## src/rtl/stream_demux_pkg.sv

```systemverilog
// -----------------------------------------------------------------------------
// stream_demux_pkg
// Shared definitions for the 1:2 stream demultiplexer:
//   - default data / counter widths
//   - channel encodings used by in_sel and the round-robin pointer
//   - helper that advances the round-robin pointer
// -----------------------------------------------------------------------------
package stream_demux_pkg;

  localparam int DATA_W_DEF = 32;
  localparam int CNT_W_DEF  = 16;

  // Channel encodings: the select input and the round-robin pointer share them.
  localparam logic CH_A = 1'b0;
  localparam logic CH_B = 1'b1;

  // Next round-robin pointer: flips to the other channel only when advancing.
  function automatic logic rr_next(input logic ptr, input logic adv);
    logic nxt;
    if (adv) begin
      nxt = ~ptr;
    end else begin
      nxt = ptr;
    end
    return nxt;
  endfunction

endpackage

```

## src/rtl/stream_demux_out_stage.sv

```systemverilog
// -----------------------------------------------------------------------------
// out_stage
// One output channel of the demultiplexer: a single-word register with a
// valid flag, the "can accept a new word" indication, and a counter of
// completed output handshakes.
//
// Ports:
//   clk      in   system clock
//   rst_n    in   synchronous active-low reset
//   load     in   write d into the stage this cycle (only when can_load=1)
//   d        in   word to store
//   data     out  held word (keeps last value after it drains)
//   valid    out  stage holds a word
//   ready    in   consumer accepts the held word
//   can_load out  stage is empty or is draining this cycle
//   cnt_clr  in   synchronous clear of the transfer counter
//   cnt      out  completed transfers, wraps at 2^CNT_W
// -----------------------------------------------------------------------------
module out_stage
  import stream_demux_pkg::*;
#(
  parameter int DATA_W = DATA_W_DEF,
  parameter int CNT_W  = CNT_W_DEF
) (
  input  logic              clk,
  input  logic              rst_n,
  input  logic              load,
  input  logic [DATA_W-1:0] d,
  output logic [DATA_W-1:0] data,
  output logic              valid,
  input  logic              ready,
  output logic              can_load,
  input  logic              cnt_clr,
  output logic [CNT_W-1:0]  cnt
);

  logic [DATA_W-1:0] r_data;
  logic              r_valid;
  logic [CNT_W-1:0]  r_cnt;
  logic              w_fire;

  // Output handshake and load-permission decode.
  always_comb begin
    w_fire   = r_valid & ready;
    // A draining stage may be refilled in the same cycle (full throughput).
    can_load = ~r_valid | ready;
  end

  // Word register and valid flag; a load wins over a same-cycle drain.
  always_ff @(posedge clk) begin
    if (!rst_n) begin
      r_data  <= {DATA_W{1'b0}};
      r_valid <= 1'b0;
    end else if (load) begin
      r_data  <= d;
      r_valid <= 1'b1;
    end else if (w_fire) begin
      r_data  <= r_data;
      r_valid <= 1'b0;
    end else begin
      r_data  <= r_data;
      r_valid <= r_valid;
    end
  end

  // Transfer counter; clear has priority over a same-cycle increment.
  always_ff @(posedge clk) begin
    if (!rst_n) begin
      r_cnt <= {CNT_W{1'b0}};
    end else if (cnt_clr) begin
      r_cnt <= {CNT_W{1'b0}};
    end else if (w_fire) begin
      r_cnt <= r_cnt + CNT_W'(1);
    end else begin
      r_cnt <= r_cnt;
    end
  end

  assign data  = r_data;
  assign valid = r_valid;
  assign cnt   = r_cnt;

endmodule

```

## src/rtl/stream_demux.sv

```systemverilog
// -----------------------------------------------------------------------------
// stream_demux
// Registered 1:2 stream demultiplexer. Each accepted input word is steered to
// output A or B, chosen either by in_sel or by a round-robin pointer. Each
// output owns a one-word register stage and a transfer counter.
//
// Ports:
//   clk, rst_n          clock, synchronous active-low reset
//   in_data/in_valid    input stream word and its valid
//   in_ready            combinational: the targeted stage can take a word
//   in_sel              target when rr_mode=0 (0=A, 1=B)
//   rr_mode             1 = alternate targets on every accepted word
//   cnt_clr             synchronous clear of both transfer counters
//   a_*/b_*             output streams (data, valid, ready)
//   cnt_a/cnt_b         completed output transfers per channel
// -----------------------------------------------------------------------------
module stream_demux
  import stream_demux_pkg::*;
#(
  parameter int DATA_W = DATA_W_DEF,
  parameter int CNT_W  = CNT_W_DEF
) (
  input  logic              clk,
  input  logic              rst_n,
  input  logic [DATA_W-1:0] in_data,
  input  logic              in_valid,
  output logic              in_ready,
  input  logic              in_sel,
  input  logic              rr_mode,
  input  logic              cnt_clr,
  output logic [DATA_W-1:0] a_data,
  output logic              a_valid,
  input  logic              a_ready,
  output logic [DATA_W-1:0] b_data,
  output logic              b_valid,
  input  logic              b_ready,
  output logic [CNT_W-1:0]  cnt_a,
  output logic [CNT_W-1:0]  cnt_b
);

  logic r_rr_ptr;
  logic w_tgt;
  logic w_can_a;
  logic w_can_b;
  logic w_accept;
  logic w_load_a;
  logic w_load_b;

  // Target selection and input-side handshake. in_ready follows the target's
  // can-load so that switching to a free channel unblocks in the same cycle.
  always_comb begin
    w_tgt = CH_A;
    if (rr_mode) begin
      w_tgt = r_rr_ptr;
    end else begin
      w_tgt = in_sel;
    end

    in_ready = 1'b0;
    case (w_tgt)
      CH_A:    in_ready = w_can_a;
      CH_B:    in_ready = w_can_b;
      default: in_ready = 1'b0;
    endcase

    w_accept = in_valid & in_ready;
    w_load_a = w_accept & (w_tgt == CH_A);
    w_load_b = w_accept & (w_tgt == CH_B);
  end

  // Round-robin pointer: advances only on an accepted word in round-robin
  // mode, so leaving and re-entering the mode resumes where it stopped.
  always_ff @(posedge clk) begin
    if (!rst_n) begin
      r_rr_ptr <= CH_A;
    end else begin
      r_rr_ptr <= rr_next(r_rr_ptr, w_accept & rr_mode);
    end
  end

  out_stage #(
    .DATA_W (DATA_W),
    .CNT_W  (CNT_W)
  ) u_stage_a (
    .clk      (clk),
    .rst_n    (rst_n),
    .load     (w_load_a),
    .d        (in_data),
    .data     (a_data),
    .valid    (a_valid),
    .ready    (a_ready),
    .can_load (w_can_a),
    .cnt_clr  (cnt_clr),
    .cnt      (cnt_a)
  );

  out_stage #(
    .DATA_W (DATA_W),
    .CNT_W  (CNT_W)
  ) u_stage_b (
    .clk      (clk),
    .rst_n    (rst_n),
    .load     (w_load_b),
    .d        (in_data),
    .data     (b_data),
    .valid    (b_valid),
    .ready    (b_ready),
    .can_load (w_can_b),
    .cnt_clr  (cnt_clr),
    .cnt      (cnt_b)
  );

endmodule

```

## config.mk

```make
export PLATFORM = sky130hd
export DESIGN_NAME = stream_demux
export DESIGN_NICKNAME = d
export VERILOG_FILES = /design/src/rtl/stream_demux_pkg.sv /design/src/rtl/stream_demux_out_stage.sv /design/src/rtl/stream_demux.sv
export SDC_FILE = /design/constraint.sdc
export NUM_CORES = 1
export LEC_CHECK = 0
export BUFFER_PORTS_ARGS = -buffer_cell sky130_fd_sc_hd__buf_2
export CELL_PAD_IN_SITES_DETAIL_PLACEMENT = 0
export CELL_PAD_IN_SITES_GLOBAL_PLACEMENT = 1
export CORE_MARGIN = 3
export CORE_UTILIZATION = 36
export DETAILED_ROUTE_END_ITERATION = 16
export GPL_TIMING_DRIVEN = 1
export PLACE_DENSITY = 0.84
export REMOVE_ABC_BUFFERS = 1
export SYNTH_ARGS = -nofsm -noshare
export SYNTH_HDL_FRONTEND = slang
export SYNTH_SLANG_ARGS = --single-unit
```

## constraint.sdc

```tcl
create_clock -name clk -period 2.4 [get_ports clk]
set_clock_uncertainty 0.1 [all_clocks]
set_input_delay 0.48 -clock clk [delete_from_list [all_inputs] [get_ports clk]]
set_output_delay 0.48 -clock clk [all_outputs]
set_load 0.005 [all_outputs]
```

==> results.json, run 1 <==
{
  "overflow": 0,
  "vias": 3586,
  "final_common_cell": "nand2_1",
  "tns_ns": 0,
  "muxShareOfSynthArea_pct": 1.05,
  "start_util_pct": 37.5,
  "ys_seq_area_share_pct": 50.5,
  "yosysUniqueCellTypes": 33,
  "fin_total_pwr_w": 0.00314,
  "netlist_area_mm2": 0.00393,
  "synth_warnings": 0,
  "cts.sinks": 99,
  "seq_power_share_pct": 55.3,
  "worstSetupStartpointType": "flop",
  "detailed_place_hpwl_um": 7260,
  "finalSetupViolCount": 0,
  "die_area_mm2": 0.0122,
  "period_share_pct": 89.2,
  "rows": 37,
  "cp_max_fo": 7,
  "grt_antenna_before_repair": 1,
  "via_per_inst": 4.87,
  "core_mm2": 0.0105,
  "die_h_um": 110,
  "drc": 0,
  "cts_buffers": 9,
  "first_global_vias": 3571,
  "gp_routability_congestion": 0.811,
  "drtIter0Drc": 218,
  "drtAntennaViolNets": 0,
  "cts_tree": "built",
  "insertion_delay_ns": 0.36,
  "cp_data_arrival_time_ns": 1.56,
  "netlist_instances": 462,
  "yosys.area_share.simple_pct": 25.3,
  "critical_path_class": "flop to primary output",
  "boundaryPins": 139,
  "root_buffer": "clkbuf_8",
  "fin_util_pct": 47.5,
  "nets": 637,
  "drive_gt1_share_pct": 28.7,
  "syn_to_final_growth_pct": 26.7,
  "clkPwrFrac_pct": 35.0,
  "cap_viol_max_count": 0,
  "yosysTopAreaCell": "dfxtp_1",
  "synth_top_family_by_area": "simple AND/OR/NAND/NOR gates",
  "synthAdderAreaFrac_pct": 0.638,
  "pwr-share-comb_pct": 9.7,
  "synth_area_per_cell_um2": 8.50,
  "critPathRequiredTime_ns": 1.82,
  "outcome": "completed",
  "mostFrequentLayoutCells": "nand2_1 (150), buf_2 (138), dfxtp_1 (99)",
  "routed_wl_um": 10400,
  "synth.area.top_cells": "dfxtp_1 (50%), nand2_1 (14%), a21boi_0 (13%)",
  "first_pass_iters": 4,
  "hold_viol_final": 0,
  "clk_pin_slew_ns": 0.10,
  "cp-end-kind": "primary output",
  "cts_hold_buf": 0,
  "power_density_mw_per_mm2": 631,
  "yosys.area_share.xor_xnor_pct": 3.79,
  "max-vdd-ir-drop_mv": 0.408,
  "post_cts_buffers": 0,
  "n_antenna_cell": 0,
  "finalMaxSlewViolations": 0,
  "synth_top_area_share_pct": 50.5,
  "clockBufferDepth": 2,
  "worstMarginPinSlew_ns": 0.565,
  "cts.htree.levels": 3,
  "drt-wirelength-per-cell_um": 14.2,
  "die_x_um": 110,
  "p_sw_share_pct": 24.4,
  "hp-class": "input port to flop",
  "grt_max_degree": 68,
  "power.switching_w": 0.000766,
  "synth-seq-cells": 99,
  "p_leak_nw": 2.18,
  "internal-power_w": 0.00237,
  "rsz0062_at_grt": "no",
  "grt_pass1_wl_um": 17400,
  "fin_crit_ns": 2.14,
  "io_buffers": 138,
  "cts_resized": 0,
  "fillCellCount": 1049,
  "grt_usage_pct": 17.2,
  "slew_headroom_pct": 62.3,
  "synth_compound_area_share_pct": 16.1,
  "max_freq_ghz": 0.467
}
-- cells in the mapped netlist --
cell and number:
xor2_1 13, or4_1 3, and4_1 4, dfxtp_1 99
nor3_1 3, mux2i_1 3, or2b_2 1, nand3_1 13
a31oi_1 1, ha_1 2, o211ai_1 2, nor2b_1 1
and4_4 1, xnor2_1 4, nor4_1 2, nand2_1 150
a21boi_0 66, a41o_1 1, nand4_1 10, mux2_2 1
o21ai_0 5, a21oi_1 9, nand2b_1 4, nand3b_1 1
nor2_1 22, or2_2 1, buf_2 4, and3_1 4
a31o_2 4, and3b_1 1, or3b_4 1, clkbuf_1 22
or3_1 4
-- registers in the layout (all words and copies together), names as in the netlist --
name	cells
u_stage_a.data	32
u_stage_b.data	32
u_stage_a.cnt	16
u_stage_b.cnt	16
r_rr_ptr	1
u_stage_a.valid	1
u_stage_b.valid	1
-- metrics by stage --
stage	std cells	hold slack, ns	worst slack [ns]	instance area, µm²
2_1_floorplan	436	0.360	0.509	3820
3_3_place_gp	720	0.347	0.438	4770
3_5_place_dp	720	0.354	0.360	4770
4_1_cts	736	0.240	0.239	4970
5_1_grt	736	0.241	0.174	4970
6_report	736	0.259	0.259	4970
-- path summary, 6_finish.rpt --
check                      from            endpoint  slack (ns)  depth (start not counted)
max             u_stage_a.valid            in_ready        0.26                          3
min                 in_data[20]  u_stage_b.data[20]        0.26                          3
max reg2reg    u_stage_a.cnt[0]   u_stage_a.cnt[14]        0.48                          5
min reg2reg  u_stage_a.data[19]  u_stage_a.data[19]        0.36                          2
-- layer usage --
layer,vias to the layer above,share of wire [%],GRT usage [%]
li1,1811,-,-
met1,1645,45,20.9
met2,119,45,27.1
met3,9,9.4,8.49
met4,2,0.70,4.52
met5,-,0.16,0
-- cell families (layout without fill, tap and decap cells) --
logic type | Yosys count | in the layout
multiplexers | 4 | 4
adder cells (fa/ha/maj) | 2 | 2
XOR/XNOR | 17 | 17
AO/OA/AOI/OAI | 88 | 88
AND/OR/NAND/NOR | 226 | 226
buffers and inverters | 26 | 164
flip-flops | 99 | 99
-- final cells by class --
type / instances / area, µm² / area share (%)
clock buffers: 12 / 155 / 3.12
clock inverters: 4 / 48.8 / 0.981
repair buffers: 148 / 778 / 15.6
well taps: 136 / 170 / 3.42
multi-input cells: 337 / 1840 / 37.0
flip-flops and latches: 99 / 1980 / 39.8
-- power by group through the flow --
stage / Combinational (W) / Sequential, W / Clock, W
5_1_grt: 0.000348 / 0.00175 / 0.00121
2_1_floorplan: 0.000123 / 0.00178 / 0
6_report: 0.000306 / 0.00174 / 0.00110
3_3_place_gp: 0.000306 / 0.00177 / 0
4_1_cts: 0.000315 / 0.00174 / 0.00114
3_5_place_dp: 0.000314 / 0.00177 / 0
-- worst max-delay path: stages (launching register included) --
cell and delay (ns):
dfxtp_1 0.44, or2b_2 0.37, mux2_2 0.27, buf_2 0.12
Power figures use the tool's default switching activity.
==> run 2: changes to the inputs <==
--- a/config.mk
+++ b/config.mk
@@ -9,10 +9,10 @@
 export CELL_PAD_IN_SITES_DETAIL_PLACEMENT = 0
 export CELL_PAD_IN_SITES_GLOBAL_PLACEMENT = 1
 export CORE_MARGIN = 3
-export CORE_UTILIZATION = 36
+export CORE_UTILIZATION = 30
 export DETAILED_ROUTE_END_ITERATION = 16
 export GPL_TIMING_DRIVEN = 1
-export PLACE_DENSITY = 0.84
+export PLACE_DENSITY = 0.72
 export REMOVE_ABC_BUFFERS = 1
 export SYNTH_ARGS = -nofsm -noshare
 export SYNTH_HDL_FRONTEND = slang
==> results.json, run 2 (synthesis results as in run 1) <==
{
  "outcome": "completed",
  "crit_path_end": "in_ready",
  "grt_max_degree": 68,
  "holdWs_ns": 0.293,
  "grt_antenna_before_repair": 1,
  "critPathRequiredTime_ns": 1.82,
  "drtIter0Drc": 185,
  "fin_crit_ns": 2.14,
  "power.switching_w": 0.000808,
  "fin_total_pwr_w": 0.00334,
  "final_area_mm2": 0.00510,
  "period_share_pct": 89.2,
  "clk_pin_slew_ns": 0.06,
  "cp_max_fo": 7,
  "worstMarginPinSlew_ns": 0.570,
  "cp-end-kind": "primary output",
  "p_sw_share_pct": 24.2,
  "root_buffer": "clkbuf_16",
  "r2r_slack_ns": 0.49,
  "fillCellCount": 1380,
  "grt_pass1_wl_um": 17400,
  "crit-reg2reg-launch": "u_stage_a.cnt[0]",
  "tns_ns": 0,
  "cts_hold_buf": 0,
  "cap_viol_max_count": 0,
  "cts_tree": "built",
  "critical_path_class": "flop to primary output",
  "routed_wl_um": 10700,
  "n_antenna_cell": 0,
  "p_leak_nw": 2.22,
  "cts.htree.levels": 3,
  "slew_headroom_pct": 62.0,
  "nets": 638,
  "hp-class": "input port to flop",
  "detailed_place_hpwl_um": 7260,
  "start_util_pct": 30.9,
  "startpoint": "u_stage_a.valid",
  "cts.sinks": 99,
  "drc": 0,
  "drive_gt1_share_pct": 28.4,
  "fin_util_pct": 40.1,
  "die_area_mm2": 0.0145,
  "grt_usage_pct": 15.1,
  "seq_power_share_pct": 52.0,
  "reg2reg_depth": 5,
  "max_freq_ghz": 0.467,
  "first_global_vias": 3396,
  "clockBufferDepth": 2,
  "pwr-share-comb_pct": 9.5,
  "drt-wirelength-per-cell_um": 13.9,
  "overflow": 0,
  "internal-power_w": 0.00253,
  "cts_buffers": 9,
  "clkPwrFrac_pct": 38.5,
  "place_area_mm2": 0.00485,
  "post_cts_buffers": 0,
  "cp_data_arrival_time_ns": 1.56,
  "final_common_cell": "nand2_1",
  "hold_viol_final": 0,
  "via_per_inst": 4.68,
  "first_pass_iters": 4,
  "mostFrequentLayoutCells": "nand2_1 (150), buf_2 (138), dfxtp_1 (99)",
  "cts_resized": 0,
  "die_x_um": 120,
  "io_buffers": 138,
  "rsz0062_at_grt": "no",
  "gp_routability_congestion": 0.768,
  "boundaryPins": 139,
  "vias": 3605,
  "finalMaxSlewViolations": 0,
  "core_mm2": 0.0127,
  "drtAntennaViolNets": 0,
  "power_density_mw_per_mm2": 655,
  "syn_to_final_growth_pct": 29.9,
  "r2r-end": "u_stage_a.cnt[14]",
  "insertion_delay_ns": 0.34,
  "finalSetupViolCount": 0,
  "max-vdd-ir-drop_mv": 0.255,
  "rows": 41,
  "die_h_um": 120,
  "worstSetupStartpointType": "flop"
}
==> run 2: changes by cell type in the layout (fill, tap and decap cells not counted), sizes merged <==
cell	previous run	this run
buf	148	149
bufinv	1	0
clkbuf	12	11
clkinv	3	2
clkinvlp	0	1
==> run 2: per-stage QoR <==
stage,std cells,worst slack [ns]
finish,771,0.259
global route,771,0.197
CTS,771,0.236
detailed placement,757,0.349
global placement,757,0.392
floorplan,436,0.509
==> run 2: metal layers <==
metal  routed length, µm  track usage [%]  vias to the layer above
li1                    -                -                     1811
met4                 159             5.95                        2
met5                  13                0                        -
met1                4760             18.7                     1671
met3                 990             6.74                       13
met2                4810             23.0                      108
==> run 2: cell type report <==
| cell class | instances | area (µm²) | share of cell area [%] |
|---|---|---|---|
| timing repair buffer | 149 | 811 | 15.9 |
| tap | 172 | 215 | 4.22 |
| multi-input combinational | 337 | 1840 | 36.1 |
| clock buffer | 11 | 233 | 4.56 |
| clock inverter | 3 | 17.5 | 0.344 |
| sequential | 99 | 1980 | 38.9 |
==> run 2: worst max-delay path: stages, from the launching register on <==
cell     delay (ns)
dfxtp_1        0.43
or2b_2         0.36
mux2_2         0.30
buf_2          0.13
==> run 2: power groups by stage <==
stage	Combinational (W)	Sequential, W	Clock (W)
floorplan	0.000123	0.00178	0
detailed placement	0.000323	0.00177	0
global route	0.000358	0.00174	0.00141
finish	0.000317	0.00174	0.00129
CTS	0.000324	0.00174	0.00134
global placement	0.000319	0.00177	0
==> run 2: how the worst min path moves through the flow <==
stage / startpoint / slack [ns] / cells after the start / end
after floorplan: u_stage_a.data[0] / 0.36 / 2 / u_stage_a.data[0]
after global placement: u_stage_a.data[8] / 0.35 / 2 / u_stage_a.data[8]
after detailed placement: u_stage_a.data[9] / 0.35 / 2 / u_stage_a.data[9]
after CTS: in_data[11] / 0.28 / 3 / u_stage_a.data[11]
after global routing: in_data[0] / 0.29 / 3 / u_stage_b.data[0]
final: in_data[13] / 0.29 / 3 / u_stage_a.data[13]
==> run 3: changes to the inputs <==
--- a/config.mk
+++ b/config.mk
@@ -10,10 +10,12 @@
 export CELL_PAD_IN_SITES_GLOBAL_PLACEMENT = 1
 export CORE_MARGIN = 3
 export CORE_UTILIZATION = 30
+export CTS_CLUSTER_DIAMETER = 50
 export DETAILED_ROUTE_END_ITERATION = 16
 export GPL_TIMING_DRIVEN = 1
-export PLACE_DENSITY = 0.72
+export PLACE_DENSITY = 0.7
 export REMOVE_ABC_BUFFERS = 1
 export SYNTH_ARGS = -nofsm -noshare
 export SYNTH_HDL_FRONTEND = slang
+export SYNTH_HIERARCHICAL = 1
 export SYNTH_SLANG_ARGS = --single-unit
==> results.json, run 3 <==
{
  "grt_max_degree": 33,
  "synth_area_per_cell_um2": 10.2,
  "cts_resized": 0,
  "synthAdderAreaFrac_pct": 0.628,
  "tns_ns": 0,
  "nets": 573,
  "drtIter0Drc": 101,
  "detailed_place_hpwl_um": 6990,
  "period_share_pct": 85.9,
  "n_antenna_cell": 0,
  "p_sw_share_pct": 23.3,
  "power_density_mw_per_mm2": 681,
  "ys_seq_area_share_pct": 49.7,
  "critPathRequiredTime_ns": 1.82,
  "max_freq_ghz": 0.485,
  "worstSetupStartpointType": "flop",
  "synth_top_family_by_area": "simple AND/OR/NAND/NOR gates",
  "hold_viol_final": 0,
  "io_buffers": 138,
  "reg2reg_depth": 4,
  "boundaryPins": 139,
  "drtAntennaViolNets": 0,
  "cts_tree": "built",
  "cts.sinks": 99,
  "grt_pass1_wl_um": 15600,
  "root_buffer": "clkbuf_16",
  "yosys.area_share.simple_pct": 22.5,
  "max-vdd-ir-drop_mv": 0.322,
  "power.switching_w": 0.000830,
  "die_h_um": 121,
  "dp_slack_ns": 0.388,
  "cp_slowest_cell": "mux2_1",
  "synth.most_common_cell": "dfxtp_1",
  "yosysUniqueCellTypes": 31,
  "ys.flop_type": "dfxtp_1",
  "startpoint": "r_rr_ptr",
  "r2r-end": "u_stage_a/cnt[13]",
  "fin_crit_ns": 2.06,
  "slew_headroom_pct": 67.8,
  "seq_power_share_pct": 49.0,
  "synth_compound_area_share_pct": 3.55,
  "start_util_pct": 31.1,
  "clockBufferDepth": 2,
  "fin_cells": 708,
  "rows": 41,
  "die_area_mm2": 0.0147,
  "ys_async_sr_fraction_pct": 0,
  "hp-class": "input port to flop",
  "insertion_delay_ns": 0.34,
  "cts_hold_buf": 0,
  "cp.depth": 3,
  "cts_buffers": 9,
  "pwr-share-comb_pct": 9.7,
  "yosys.area_share.xor_xnor_pct": 4.39,
  "synth-edff-count": 0,
  "mostFrequentLayoutCells": "buf_2 (138), dfxtp_1 (99), mux2i_1 (65)",
  "drive_gt1_share_pct": 32.1,
  "synth.area.top_cells": "dfxtp_1 (50%), mux2i_1 (16%), nor2b_1 (10%)",
  "first_pass_iters": 4,
  "muxShareOfSynthArea_pct": 16.6,
  "finalMaxSlewViolations": 0,
  "first_global_vias": 3162,
  "fin_ws_ns": 0.339,
  "crit_path_end": "in_ready",
  "drc": 0,
  "synth_warnings": 6,
  "finalSetupViolCount": 0,
  "cp-end-kind": "primary output",
  "path_cells": "mux2i_1, mux2_1, buf_2",
  "netlist_area_mm2": 0.00399,
  "cap_viol_max_count": 0,
  "synth-seq-cells": 99,
  "rsz0062_at_grt": "no",
  "crit_family": "multiplexers",
  "core_mm2": 0.0128,
  "cp_max_fo": 3,
  "post_cts_buffers": 0,
  "cts.htree.levels": 3,
  "cp_data_arrival_time_ns": 1.48,
  "path_buf_inv": 1,
  "grt_antenna_before_repair": 0,
  "clkPwrFrac_pct": 41.3,
  "r2r_slack_ns": 0.66,
  "worstMarginPinSlew_ns": 0.483,
  "netlist_instances": 391,
  "drt-wirelength-per-cell_um": 13.7,
  "ys_top_cells_by_count": "dfxtp_1 (99), mux2i_1 (65), nor2b_1 (64)",
  "p_leak_nw": 2.22,
  "die_x_um": 121,
  "routed_wl_um": 9680,
  "syn_to_final_growth_pct": 31.0,
  "crit-reg2reg-launch": "u_stage_a/cnt[3]",
  "hold_path.startpoint": "in_data[18]",
  "slowest_delay_ns": 0.35,
  "overflow": 0,
  "internal-power_w": 0.00273,
  "placed_cells": 692,
  "final_common_cell": "buf_2",
  "gp_routability_congestion": 0.734,
  "critical_path_class": "flop to primary output",
  "holdWs_ns": 0.304,
  "clk_pin_slew_ns": 0.07,
  "yosysTopAreaCell": "dfxtp_1",
  "vias": 3229,
  "outcome": "completed",
  "synth_top_area_share_pct": 49.7,
  "grt_usage_pct": 13.3,
  "via_per_inst": 4.56
}
## run 3: layout make-up
type                    instances  area [µm²]
repair buffers                149         798
well taps                     172         215
multi-input cells             268        1910
flip-flops and latches         99        1980
clock inverters                 5        62.6
clock buffers                  11         243
fillers                      1299        7600
inverters                       4        15.0
## run 3: worst reg2reg max path, cell delays in order, from the launching register on
cell     delay [ns]
dfxtp_1        0.44
and4_1         0.35
nand4_1        0.24
or3_1          0.40
a21oi_1        0.14
## run 3: worst min path at each step
stage                          to  cells after the start
4_1_cts        u_stage_b/data[18]                      3
5_1_grt        u_stage_b/data[18]                      3
3_3_place_gp    u_stage_a/cnt[15]                      2
3_5_place_dp    u_stage_b/cnt[11]                      2
2_1_floorplan   u_stage_a/cnt[15]                      2
6_report       u_stage_b/data[18]                      3
## run 3: power groups by stage
stage	logic [W]	registers, W	clock network (W)
floorplan	0.000173	0.00178	0
global placement	0.000348	0.00178	0
detailed placement	0.000353	0.00178	0
CTS	0.000355	0.00174	0.00153
global route	0.000386	0.00175	0.00160
finish	0.000347	0.00174	0.00147
## run 3: stage by stage
step / utilization [%] / total power (W) / area, µm²
floorplan: - / 0.00196 / 3900
global placement: 38.4 / 0.00213 / 4920
detailed placement: 38.4 / 0.00213 / 4920
CTS: 40.7 / 0.00362 / 5220
global route: 40.7 / 0.00373 / 5220
finish: 40.7 / 0.00356 / 5220
## run 3: cell families after synthesis
kind of cell    after synthesis
fa+ha+maj                     2
compound gates               25
buf+inv                      24
simple gates                155
flops                        99
xor+xnor                     20
mux                          66
## run 3: layer usage
layer / part of all wire (%) / vias up / GRT usage, % / routed length, µm
met5: 0 / - / 0 / 0
met4: 1.5 / 0 / 5.25 / 148
met3: 9.0 / 11 / 6.11 / 875
met2: 45 / 94 / 20.7 / 4360
met1: 44 / 1511 / 16.0 / 4300
li1: - / 1613 / - / -
